`config.mk`:
```
export PLATFORM = sky130hd
export DESIGN_NAME = mem_access_initiator
export DESIGN_NICKNAME = d
export VERILOG_FILES = /design/src/rtl/mem_access_initiator.sv
export SDC_FILE = /design/constraint.sdc
export NUM_CORES = 1
export LEC_CHECK = 0
export CAP_MARGIN = 10
export CORE_ASPECT_RATIO = 2
export CORE_MARGIN = 2
export CORE_UTILIZATION = 37
export CTS_CLUSTER_DIAMETER = 200
export DETAILED_ROUTE_END_ITERATION = 6
export GPL_TIMING_DRIVEN = 0
export PLACE_DENSITY = 0.83
export SYNTH_ARGS = -nofsm -noshare
export SYNTH_HDL_FRONTEND = slang
export SYNTH_SLANG_ARGS = --single-unit
```
`constraint.sdc`:
```
create_clock -name clk -period 1.65 [get_ports clk]
set_input_delay 0.33 -clock clk [delete_from_list [all_inputs] [get_ports clk]]
set_output_delay 0.33 -clock clk [all_outputs]
set_load 0.005 [all_outputs]
```
`src/rtl/mem_access_initiator.sv`:
```
// Single-outstanding memory bus initiator shared by an instruction-fetch port and a
// load/store port; arbitrates, checks alignment, drives a fixed-latency bus, extends loads.
module mem_access_initiator #(
   parameter int unsigned MEM_LATENCY = 1
) (
   input  logic        clk,
   input  logic        rst,
   input  logic        fetch_req,
   input  logic [31:0] fetch_addr,
   output logic        fetch_ack,
   output logic [31:0] fetch_instr,
   output logic        fetch_err,
   input  logic        ls_req,
   input  logic        ls_write,
   input  logic [1:0]  ls_size,
   input  logic        ls_signed,
   input  logic [31:0] ls_addr,
   input  logic [31:0] ls_wdata,
   output logic        ls_ack,
   output logic [31:0] ls_rdata,
   output logic        ls_err,
   output logic        req_mem_access,
   output logic [31:0] addr,
   output logic [31:0] data_out,
   output logic        access_type,
   output logic [1:0]  access_size,
   input  logic [31:0] data_in,
   output logic        busy
);

   typedef enum logic [1:0] {IDLE, REQ, WAIT, ACK} state_t;

   state_t      r_state;
   logic        r_owner_ls;
   logic        r_write;
   logic        r_signed;
   logic [1:0]  r_size;
   logic [3:0]  r_count;
   logic        r_last_ls;
   logic        r_fetch_ack;
   logic        r_ls_ack;
   logic [31:0] r_fetch_instr;
   logic [31:0] r_ls_rdata;
   logic        r_req_mem_access;
   logic [31:0] r_addr;
   logic [31:0] r_data_out;
   logic        r_access_type;
   logic [1:0]  r_access_size;

   logic        w_idle;
   logic        w_fetch_misaligned;
   logic        w_ls_misaligned;
   logic        w_fetch_ok;
   logic        w_ls_ok;
   logic        w_grant_ls;
   logic        w_grant_fetch;
   logic [31:0] w_wdata_placed;

   function automatic logic [31:0] extend_load(input logic [31:0] d, input logic [1:0] sz,
                                               input logic sgn);
      case (sz)
         2'd0:    extend_load = {{24{sgn & d[7]}}, d[7:0]};
         2'd1:    extend_load = {{16{sgn & d[15]}}, d[15:0]};
         default: extend_load = d;
      endcase
   endfunction

   assign w_idle             = (r_state == IDLE) && !rst;
   assign w_fetch_misaligned = (fetch_addr[1:0] != 2'b00);
   assign w_ls_misaligned    = (ls_size == 2'd3) ||
                               (ls_size == 2'd1 && ls_addr[0]) ||
                               (ls_size == 2'd2 && ls_addr[1:0] != 2'b00);
   assign w_fetch_ok         = fetch_req && !w_fetch_misaligned;
   assign w_ls_ok            = ls_req && !w_ls_misaligned;
   // Contention goes to ls unless ls completed last, so neither port can starve.
   assign w_grant_ls         = w_ls_ok && (!w_fetch_ok || !r_last_ls);
   assign w_grant_fetch      = w_fetch_ok && !w_grant_ls;

   // Errors are raised combinationally in IDLE so the client sees them in the request
   // cycle and drops req before IDLE could sample the same bad request again.
   assign fetch_err = w_idle && fetch_req && w_fetch_misaligned;
   assign ls_err    = w_idle && ls_req && w_ls_misaligned;

   // NOTE: every always_comb output gets a default first so no path can infer a latch.
   always_comb begin
      w_wdata_placed = ls_wdata;
      case (ls_size)
         2'd0:    w_wdata_placed = {24'h0, ls_wdata[7:0]};
         2'd1:    w_wdata_placed = {16'h0, ls_wdata[15:0]};
         default: w_wdata_placed = ls_wdata;
      endcase
   end

   // NOTE: state and registered outputs use non-blocking assignments only, so every
   // register samples pre-edge values regardless of statement order.
   always_ff @(posedge clk) begin
      if (rst) begin
         r_state          <= IDLE;
         r_owner_ls       <= 1'b0;
         r_write          <= 1'b0;
         r_signed         <= 1'b0;
         r_size           <= 2'd0;
         r_count          <= 4'd0;
         r_last_ls        <= 1'b0;
         r_fetch_ack      <= 1'b0;
         r_ls_ack         <= 1'b0;
         r_fetch_instr    <= 32'h0;
         r_ls_rdata       <= 32'h0;
         r_req_mem_access <= 1'b0;
         r_addr           <= 32'h0;
         r_data_out       <= 32'h0;
         r_access_type    <= 1'b0;
         r_access_size    <= 2'd0;
      end else begin
         r_req_mem_access <= 1'b0;
         r_fetch_ack      <= 1'b0;
         r_ls_ack         <= 1'b0;
         case (r_state)
            IDLE: begin
               if (w_grant_ls) begin
                  r_owner_ls       <= 1'b1;
                  r_write          <= ls_write;
                  r_signed         <= ls_signed;
                  r_size           <= ls_size;
                  r_addr           <= ls_addr;
                  r_access_type    <= ls_write;
                  r_access_size    <= ls_size;
                  if (ls_write) r_data_out <= w_wdata_placed;
                  r_req_mem_access <= 1'b1;
                  r_state          <= REQ;
               end else if (w_grant_fetch) begin
                  r_owner_ls       <= 1'b0;
                  r_write          <= 1'b0;
                  r_signed         <= 1'b0;
                  r_size           <= 2'd2;
                  r_addr           <= fetch_addr;
                  r_access_type    <= 1'b0;
                  r_access_size    <= 2'd2;
                  r_req_mem_access <= 1'b1;
                  r_state          <= REQ;
               end
            end
            REQ: begin
               if (r_write) begin
                  r_ls_ack <= 1'b1;
                  r_state  <= ACK;
               end else begin
                  r_count <= 4'(MEM_LATENCY);
                  r_state <= WAIT;
               end
            end
            WAIT: begin
               if (r_count == 4'd1) begin
                  if (r_owner_ls) begin
                     r_ls_rdata <= extend_load(data_in, r_size, r_signed);
                     r_ls_ack   <= 1'b1;
                  end else begin
                     r_fetch_instr <= data_in;
                     r_fetch_ack   <= 1'b1;
                  end
                  r_state <= ACK;
               end else begin
                  r_count <= r_count - 4'd1;
               end
            end
            ACK: begin
               r_last_ls <= r_owner_ls;
               r_state   <= IDLE;
            end
            default: r_state <= IDLE;
         endcase
      end
   end

   assign fetch_ack      = r_fetch_ack;
   assign fetch_instr    = r_fetch_instr;
   assign ls_ack         = r_ls_ack;
   assign ls_rdata       = r_ls_rdata;
   assign req_mem_access = r_req_mem_access;
   assign addr           = r_addr;
   assign data_out       = r_data_out;
   assign access_type    = r_access_type;
   assign access_size    = r_access_size;
   assign busy           = (r_state != IDLE);

endmodule

```
After elaboration in Yosys (flattened, before gate mapping)
Index checks and enable logic that the tools add are counted.

storage, ports and cells
  flip-flop bits (word level) = 143
  latch bits = 0
  memory bits (writable) = 0
  ROM bits = 0
  output and inout port bits = 137
  memories kept = 0

cells by class
  add/sub/neg operators = 1
  $mul = 0
  divide/modulo/power cells = 0
  order comparisons = 0
  eq/ne operators = 12
  shift operators = 0
  mux-type cells = 25
  bitwise logic cells = 6
  reductions and logical operators = 36

operators by type and width
  kind                                                  count
  case mux 32 bit (2 select lines)                      2
  two-way mux 32 bit                                    2
  AND reduction 3 bit                                   4
  logical AND 1 bit                                     11
  two-way mux 1 bit                                     11
  two-way mux 2 bit                                     5
  nonzero test 2 bit                                    5
  equality test 2 bit (second input constant)           4
  two-way mux 4 bit                                     2
  case mux 2 bit (4 select lines)                       1
  case mux 4 bit (2 select lines)                       1
  equality test 2 x 1 -> 1 bit (second input constant)  3
  zero test 1 bit                                       6
  zero test 2 bit                                       3
  inequality test 2 bit (second input constant)         3
  equality test 4 x 1 -> 1 bit (second input constant)  1
  inverter 1 bit                                        4
  AND reduction 2 bit                                   2
  subtractor 4 x 1 -> 4 bit (second input constant)     1
  logical OR 1 bit                                      3
  inequality test 3 bit (second input constant)         1
  OR reduction 3 bit                                    1
  AND 1 bit                                             2
  case mux 1 bit (2 select lines)                       1
  OR reduction 2 bit                                    1

Depth between registers and ports, before layout
Gate-level depths: netlist of run 1.

  word-level depth = 12
  depth in mapped cells = 8
  gate-level depth less buffers = 6

Worst setup path after synthesis of run 1
No wires, ideal clock.

  path kind = reg-to-reg
  start point = register r_state[0]
  end point = register r_fetch_instr[18], in the netlist fetch_instr[18]
  arrival time = 1.602 ns
  data required time = 1.580 ns
  slack = -0.023 ns
  cell stages (with the launch flop) = 9
  buffers on the path = 2
  cell sequence = dfxtp_1 -> inv_1 -> ha_1 -> and4bb_2 -> nand2b_1 -> buf_2 -> clkbuf_1 -> nand2_1 -> a21oi_1

on the way
  cells in the longest elaborated chain, start to end = 2

RTL lines
  what                                  RTL line  RTL
  from (decl)                           33        state_t r_state;
  from (signal assigned)                98        r_state <= IDLE;
  from (signal assigned)                130       r_state <= REQ;
  from (signal assigned)                140       r_state <= REQ;
  equality test 2 bit                   118       case (r_state)
  AND reduction 3 bit (no source line)  -
  to (signal assigned)                  158       r_fetch_instr <= data_in;
  to (decl)                             42        logic [31:0] r_fetch_instr;

No other way between the ends.
A chain may end at the register's enable or synchronous reset.

Final worst setup path of run 1
  start point = register r_state[0]
  end point = register r_data_out[26], in the netlist data_out[26]

on the way
  cells in the longest elaborated chain, start to end = 2

RTL lines
  what                                  RTL line  RTL
  zero test 2 bit                       118
  AND reduction 3 bit (no source line)  -
  to (signal assigned)                  128       if (ls_write) r_data_out <= w_wdata_placed;
  to (decl)                             46        logic [31:0] r_data_out;

No other way between the ends.

==> run_results.csv, run 1 <==
group,metric,value,unit
setup_path,worstPathMaxFanout,7,
timing,period_share,111.5,%
logic_synthesis,synthesis.nets,809,
flow_run,max_cap_viol_count,0,
detailed_routing,drc,0,
floorplan,die-area,0.01666,mm2
cells_and_area,drive_above_1_share,16.70,%
cells_and_area,mostFrequentLayoutCells,"clkdlybuf4s50_1, nand2_1, dfxtp_1",
clocking,h-tree-depth,4,
clocking,cts_root_buf,"clkbuf_16",
logic_synthesis,ys_top_cells_by_area,"dfxtp_1, nand2_1, a21oi_1, o2111a_1, nand3b_1",
setup_path,arrival,2.18,ns
setup_path,crit_type,"reg2reg",
setup_path,worstPathRequired,1.98,ns
floorplan,pin_count,273,
clocking,tritoncts.num_buffers,17,
detailed_routing,vias,6170,
grt,grt_max_degree,17,
detailed_routing,routed_via_density,5.150,
timing,hold_viol,0,
logic_synthesis,ys_seq_area_share,49.64,%
setup_path,end_kind,"flop",
power,p_per_area,1139,mW/mm2
power,finalPower,11.50,mW
cells_and_area,area_growth,75.03,%
place,dp_cells,1136,
logic_synthesis,synth-edff-count,0,
timing,max_freq,0.5433,GHz
setup_path,crit_top_cell,"buf_4",
clocking,clkSinkCount,143,
place,io_buffers,271,
place,finalWeightedCongestion,0.8508,
floorplan,row_count,64,
setup_path,cp_num_buf_inv,5,
grt,grt_pass1_vias,6243,
setup_path,slowest_delay,0.36,ns
timing,slew_headroom,48.70,%
timing,finalSetupViolations,115,
clocking,clk_pin_slew,0.06,ns
logic_synthesis,syn_inst,667,
place,dp_hpwl,15.48,mm
setup_path,crit_chain,"inv_4 > ha_4 > buf_4 > buf_4 > and2_4 > o2111a_2 > buf_4 > buf_6 > nand3_1 > a21oi_1",
cells_and_area,nets,1129,
timing,skew,0.01050,ns
logic_synthesis,synth-seq-cells,143,
timing,worstMarginPinSlew,0.7667,ns
grt,grt_pass1_wl,31.99,mm
min_path,hold_class,"in2reg",
power,p_leak,3.880,nW
cells_and_area,multi_input_area,0.002864,mm2
logic_synthesis,yosys_warnings,0,
logic_synthesis,syn_avg_cell_area,8.646,um2
clocking,cts_tree,"yes",
status,status,"finished with violations",
logic_synthesis,synthFlopType,"dfxtp_1",
setup_path,cp-start-kind,"flop",
logic_synthesis,synthesis.area,0.005767,mm2
floorplan,dieHeight,180.6,um
cells_and_area,final_common_cell,"clkdlybuf4s50_1",
cells_and_area,fillCellCount,1232,
detailed_routing,dr.pass1.iters,4,
floorplan,core_region_area,0.01529,mm2
floorplan,initial_core_util,37.70,%
cells_and_area,seqCellArea,0.002877,mm2
logic_synthesis,yosys.cell_types.count,46,
logic_synthesis,synthArstFlopShare,0,%
grt,track_usage,24.29,%
timing,layout_setup_ws,-0.1905,ns
timing,finalCriticalPeriod,1.840,ns
clocking,ctsLongestPathBuffers,2,
detailed_routing,finalWirelength,21.05,mm
setup_path,cp_top_family,"buffers and inverters",
timing,rsz0062_at_grt,"true",
place,pre_cts_ws,-0.9961,ns
timing,final_max_slew_viol_count,0,
detailed_routing,ant_nets,0,
setup_path,cp_slowest_cell,"dfxtp_4",
status,violations,"setup timing",
cells_and_area,fin_cells,1198,
grt,grt_overflow,0,
logic_synthesis,yosys.area.top_type,"dfxtp_1",
grt,antenna_found_initial,0,
cells_and_area,fin_util,65.99,%
clocking,holdBufCountCts,0,
clocking,clk_latency,0.41,ns
detailed_routing,wl_per_cell,17.57,um
floorplan,die_w,92.28,um
detailed_routing,first_iter_violations,185,
power,ir_worst_vdd,0.8805,mV
logic_synthesis,yosysTopAreaCellShare,49.64,%
timing,timing.hold.ws,0.2539,ns
cells_and_area,diodes,0,
## where the power goes
group | switching (mW) | total, mW | internal [mW]
Sequential | 0.239 | 4.07 | 3.83
Clock | 1.69 | 3.84 | 2.15
Combinational | 1.61 | 3.58 | 1.97
Total | 3.54 | 11.5 | 7.95
## synth_stat cells, types with 2 or more instances
cell / instances
buf_2: 16
inv_1: 8
a21oi_1: 96
nor3_1: 2
or2_2: 2
and2_1: 3
nand3b_1: 31
nor2_1: 12
mux2i_1: 3
o21ai_0: 25
or3_1: 31
nand2_1: 151
buf_6: 2
ha_1: 6
buf_4: 3
nor4b_1: 2
o31a_1: 2
nand3_1: 39
o2111a_1: 30
nand2b_1: 2
clkbuf_1: 30
o221a_2: 3
dfxtp_1: 143
xnor2_1: 2
buf_1: 2
## tightest hold or removal path: stages
cell	delay, ns
buf_4	0.17
nand3_2	0.08
a21oi_2	0.04
## flip-flops by register name (all words and copies together), names as in the netlist
name            count
data_out           32
access_type         1
ls_ack              1
fetch_ack           1
r_count             4
r_last_ls           1
req_mem_access      1
r_state             2
access_size         2
addr               32
r_owner_ls          1
fetch_instr        32
ls_rdata           32
r_signed            1
## through the flow
| step | TNS, ns | instance area, um2 |
|---|---|---|
| floorplan | -0.4507 | 5772 |
| global route | -20.35 | 10090 |
| finish | -10.80 | 10090 |
| detailed placement | -78.03 | 8732 |
| CTS | -1.476 | 9704 |
| global placement | -76.49 | 8732 |
## routing by layer
| metal | global-route usage [%] | share of wire, % | up-vias |
|---|---|---|---|
| met4 | 9.672 | 3.8 | 0 |
| met2 | 48.35 | 56 | 219 |
| met3 | 5.228 | 4.9 | 48 |
| met1 | 23.28 | 35 | 2913 |
| li1 | - | - | 2990 |
| met5 | 0 | 0 | - |
## path summary, 6_finish.rpt
check                                                  to  cells after the start  slack (ns)                     start
worst min-delay path            data_out[17]$_SDFFE_PP0P_                      3        0.25                ls_size[1]
worst max-delay path            data_out[26]$_SDFFE_PP0P_                     10       -0.19   r_state[0]$_SDFFE_PP0P_
worst max register to register  data_out[26]$_SDFFE_PP0P_                     10       -0.19   r_state[0]$_SDFFE_PP0P_
worst min register to register   data_out[8]$_SDFFE_PP0P_                      2        0.45  data_out[8]$_SDFFE_PP0P_
## cell type report
class / count / share of cell area (%)
Tap cell: 198 / 2.454
Timing Repair Buffer: 301 / 29.83
Inverter: 8 / 0.3719
Sequential cell: 143 / 28.50
Multi-Input combinational cell: 461 / 28.37
Clock buffer: 17 / 4.215
Buffer: 55 / 4.673
Clock inverter: 15 / 1.587
## cells by family after synthesis
kind of cell / after synthesis / synth area share [%]
muxes: 3 / 0.5207
adders and majority gates: 6 / 1.302
AOI/OAI and AO/OA: 167 / 19.07
xor gates and xnor gates: 2 / 0.3038
and+or+nand+nor: 283 / 23.78
buffers and inverters: 63 / 5.381
DFF: 143 / 49.64
## repair_timing
action,CTS,global route
endpoints found under the hold margin,0,0
setup buffers,13,14
pin swaps,9,25
gates cloned,0,3
setup endpoints to repair,143,141
resized for setup,107,81
Power figures use the tool's default switching activity.
==> run 2, diff against run 1 <==
==> constraint.sdc (replaced) <==
create_clock -name clk -period 1.65 [get_ports clk]
set_input_delay 0.2475 -clock clk [delete_from_list [all_inputs] [get_ports clk]]
set_output_delay 0.2475 -clock clk [all_outputs]
set_load 0.005 [all_outputs]
==> run 2 against run 1 <==
  * The run still ends with setup timing left
  * Global-route usage is 0.76 points higher
  * Die area stayed put
  * Via count is 0.78% higher
  * Hold slack worse by 0.079 ns
  * Maximum frequency is 2.6% higher
  * Core utilization is 0.87 points lower
  * First-iteration DRC count is 23% higher
  * Clock-buffer cell count is 2 higher
  * Critical path depth is 2 lower
  * Sequential power hardly changed
  * Cell count is 0.50% lower
  * Worst setup slack better by 0.046 ns
  * Largest cell class unchanged
==> run_results.csv, run 2 (synthesis results as in run 1) <==
group,metric,value,unit
status,status,"finished with violations",
status,violations,"setup timing",
min_path,whs_endpoint,"data_out[31]$_SDFFE_PP0P_",
power,p_leak,3.563,nW
grt,grt_max_degree,17,
cells_and_area,diodes,0,
timing,finalCriticalPeriod,1.794,ns
min_path,hold_depth,3,
detailed_routing,vias,6218,
detailed_routing,dr.pass1.iters,4,
grt,antenna_found_initial,0,
setup_path,cp-start-kind,"flop",
floorplan,row_count,64,
setup_path,r2r_cells,8,
detailed_routing,wl_per_cell,17.68,um
grt,grt_overflow,0,
place,dp_cells,1136,
detailed_routing,routed_via_density,5.216,
setup_path,r2r-start,"r_state[0]$_SDFFE_PP0P_",
clocking,tritoncts.num_buffers,17,
setup_path,crit_type,"reg2reg",
power,p_sw,3.396,mW
timing,worstMarginPinSlew,0.6630,ns
timing,layout_setup_ws,-0.1442,ns
place,finalWeightedCongestion,0.8490,
power,p_int,8.070,mW
grt,track_usage,25.06,%
setup_path,worstPathRequired,1.98,ns
detailed_routing,first_iter_violations,227,
clocking,ctsLongestPathBuffers,2,
flow_run,max_cap_viol_count,0,
clocking,clk_latency,0.42,ns
cells_and_area,mostFrequentLayoutCells,"clkdlybuf4s50_1, nand2_1, dfxtp_1",
grt,grt_pass1_wl,32.68,mm
timing,slew_headroom,55.80,%
place,dp_hpwl,15.54,mm
clocking,holdBufCountCts,0,
power,comb_power_share,30.0,%
power,ir_worst_vdd,1.043,mV
cells_and_area,fin_cells,1192,
floorplan,core_region_area,0.01529,mm2
setup_path,arrival,2.12,ns
cells_and_area,nets,1123,
setup_path,end_kind,"flop",
clocking,cts_root_buf,"clkbuf_16",
min_path,hold_class,"in2reg",
floorplan,pin_count,273,
timing,finalSetupViolations,47,
clocking,h-tree-depth,4,
timing,hold_viol,0,
floorplan,die-area,0.01666,mm2
timing,rsz0062_at_grt,"true",
clocking,clk_pin_slew,0.07,ns
setup_path,regToRegEndpoint,"fetch_instr[0]$_SDFFE_PP0P_",
timing,period_share,108.7,%
detailed_routing,ant_nets,0,
setup_path,worstPathMaxFanout,6,
floorplan,die_w,92.28,um
min_path,min_from,"ls_size[1]",
power,seq_power_share,35.6,%
cells_and_area,drive_above_1_share,14.59,%
timing,skew,0.009971,ns
place,io_buffers,271,
timing,setup_tns,-1.698,ns
cells_and_area,fin_util,65.13,%
setup_path,startpoint,"r_state[0]$_SDFFE_PP0P_",
clocking,clkSinkCount,143,
power,p_clk_share,34.4,%
cells_and_area,final_common_cell,"clkdlybuf4s50_1",
floorplan,dieHeight,180.6,um
floorplan,initial_core_util,37.70,%
timing,final_max_slew_viol_count,0,
timing,max_freq,0.5574,GHz
setup_path,r2r_slack,-0.14,ns
grt,grt_pass1_vias,6381,
cells_and_area,area_growth,72.73,%
detailed_routing,drc,0,
power,p_per_area,1151,mW/mm2
clocking,cts_tree,"yes",
timing,timing.hold.ws,0.1745,ns
detailed_routing,finalWirelength,21.08,mm
power,swShare,29.61,%
[run 2: cell count changes in the layout (fill, tap and decap cells not counted), moves of 6 or more]
cell,before,now
nand3_2,16,1
nand3_1,22,37
clkdlybuf4s50_1,244,264
dlymetal6s2s_1,17,3
buf_6,21,5
dlygate4sd2_1,7,1
a21oi_1,86,93
a21oi_2,10,3
[run 2: repair_timing]
action,4_1_cts,5_1_grt
endpoints found under the setup margin,139,124
setup buffers,15,8
gates resized for setup,102,43
pin swaps,4,5
gates cloned,2,0
[run 2: worst max path at each step]
| stage | endpoint | slack (ns) |
|---|---|---|
| finish | fetch_instr[0]$_SDFFE_PP0P_ | -0.14 |
| global route | fetch_err | -0.19 |
| CTS | ls_err | -0.14 |
| detailed placement | ls_err | -0.84 |
| global placement | ls_err | -0.85 |
| floorplan | fetch_instr[0]$_SDFFE_PP0P_ | -0.02 |
[run 2: worst max-delay path: stages, from the launching register on]
cell and delay [ns]:
dfxtp_4 0.36, inv_4 0.06, ha_2 0.21, and4bb_4 0.30, nor2b_4 0.15, clkbuf_8 0.16, bufbuf_16 0.26, nand2_1 0.07
a21oi_1 0.15
[run 2: final cells by class]
type | instances | area, um2
repair buffers | 296 | 2945
clock buffers | 19 | 452.9
plain buffers | 54 | 455.4
clock inverters | 13 | 150.1
fillers | 1224 | 5334
multi-input cells | 461 | 2798
well taps | 198 | 247.7
inverters | 8 | 35.03
flip-flops and latches | 143 | 2877
[run 2: per-stage QoR]
stage	total power, mW	setup WS, ns	area (um2)
floorplan	5.425	-0.02254	5771
global placement	6.818	-0.8477	8731
detailed placement	6.866	-0.8442	8731
CTS	11.35	-0.1386	9804
global route	11.97	-0.1919	9961
finish	11.47	-0.1442	9961
[run 2: power by group through the flow]
stage	Clock [mW]	Combinational [mW]	Sequential (mW)
6_report	3.94	3.44	4.09
5_1_grt	4.16	3.68	4.13
4_1_cts	4.00	3.28	4.07
3_5_place_dp	0	2.74	4.13
3_3_place_gp	0	2.70	4.12
2_1_floorplan	0	1.30	4.12
[run 2: per-layer routing]
metal	vias to the layer above	wire, um	track usage (%)
met3	66	1069	5.312
met1	2920	7443	24.11
met2	258	11520	48.21
met5	-	0	0
met4	0	1043	13.25
li1	2974	-	-
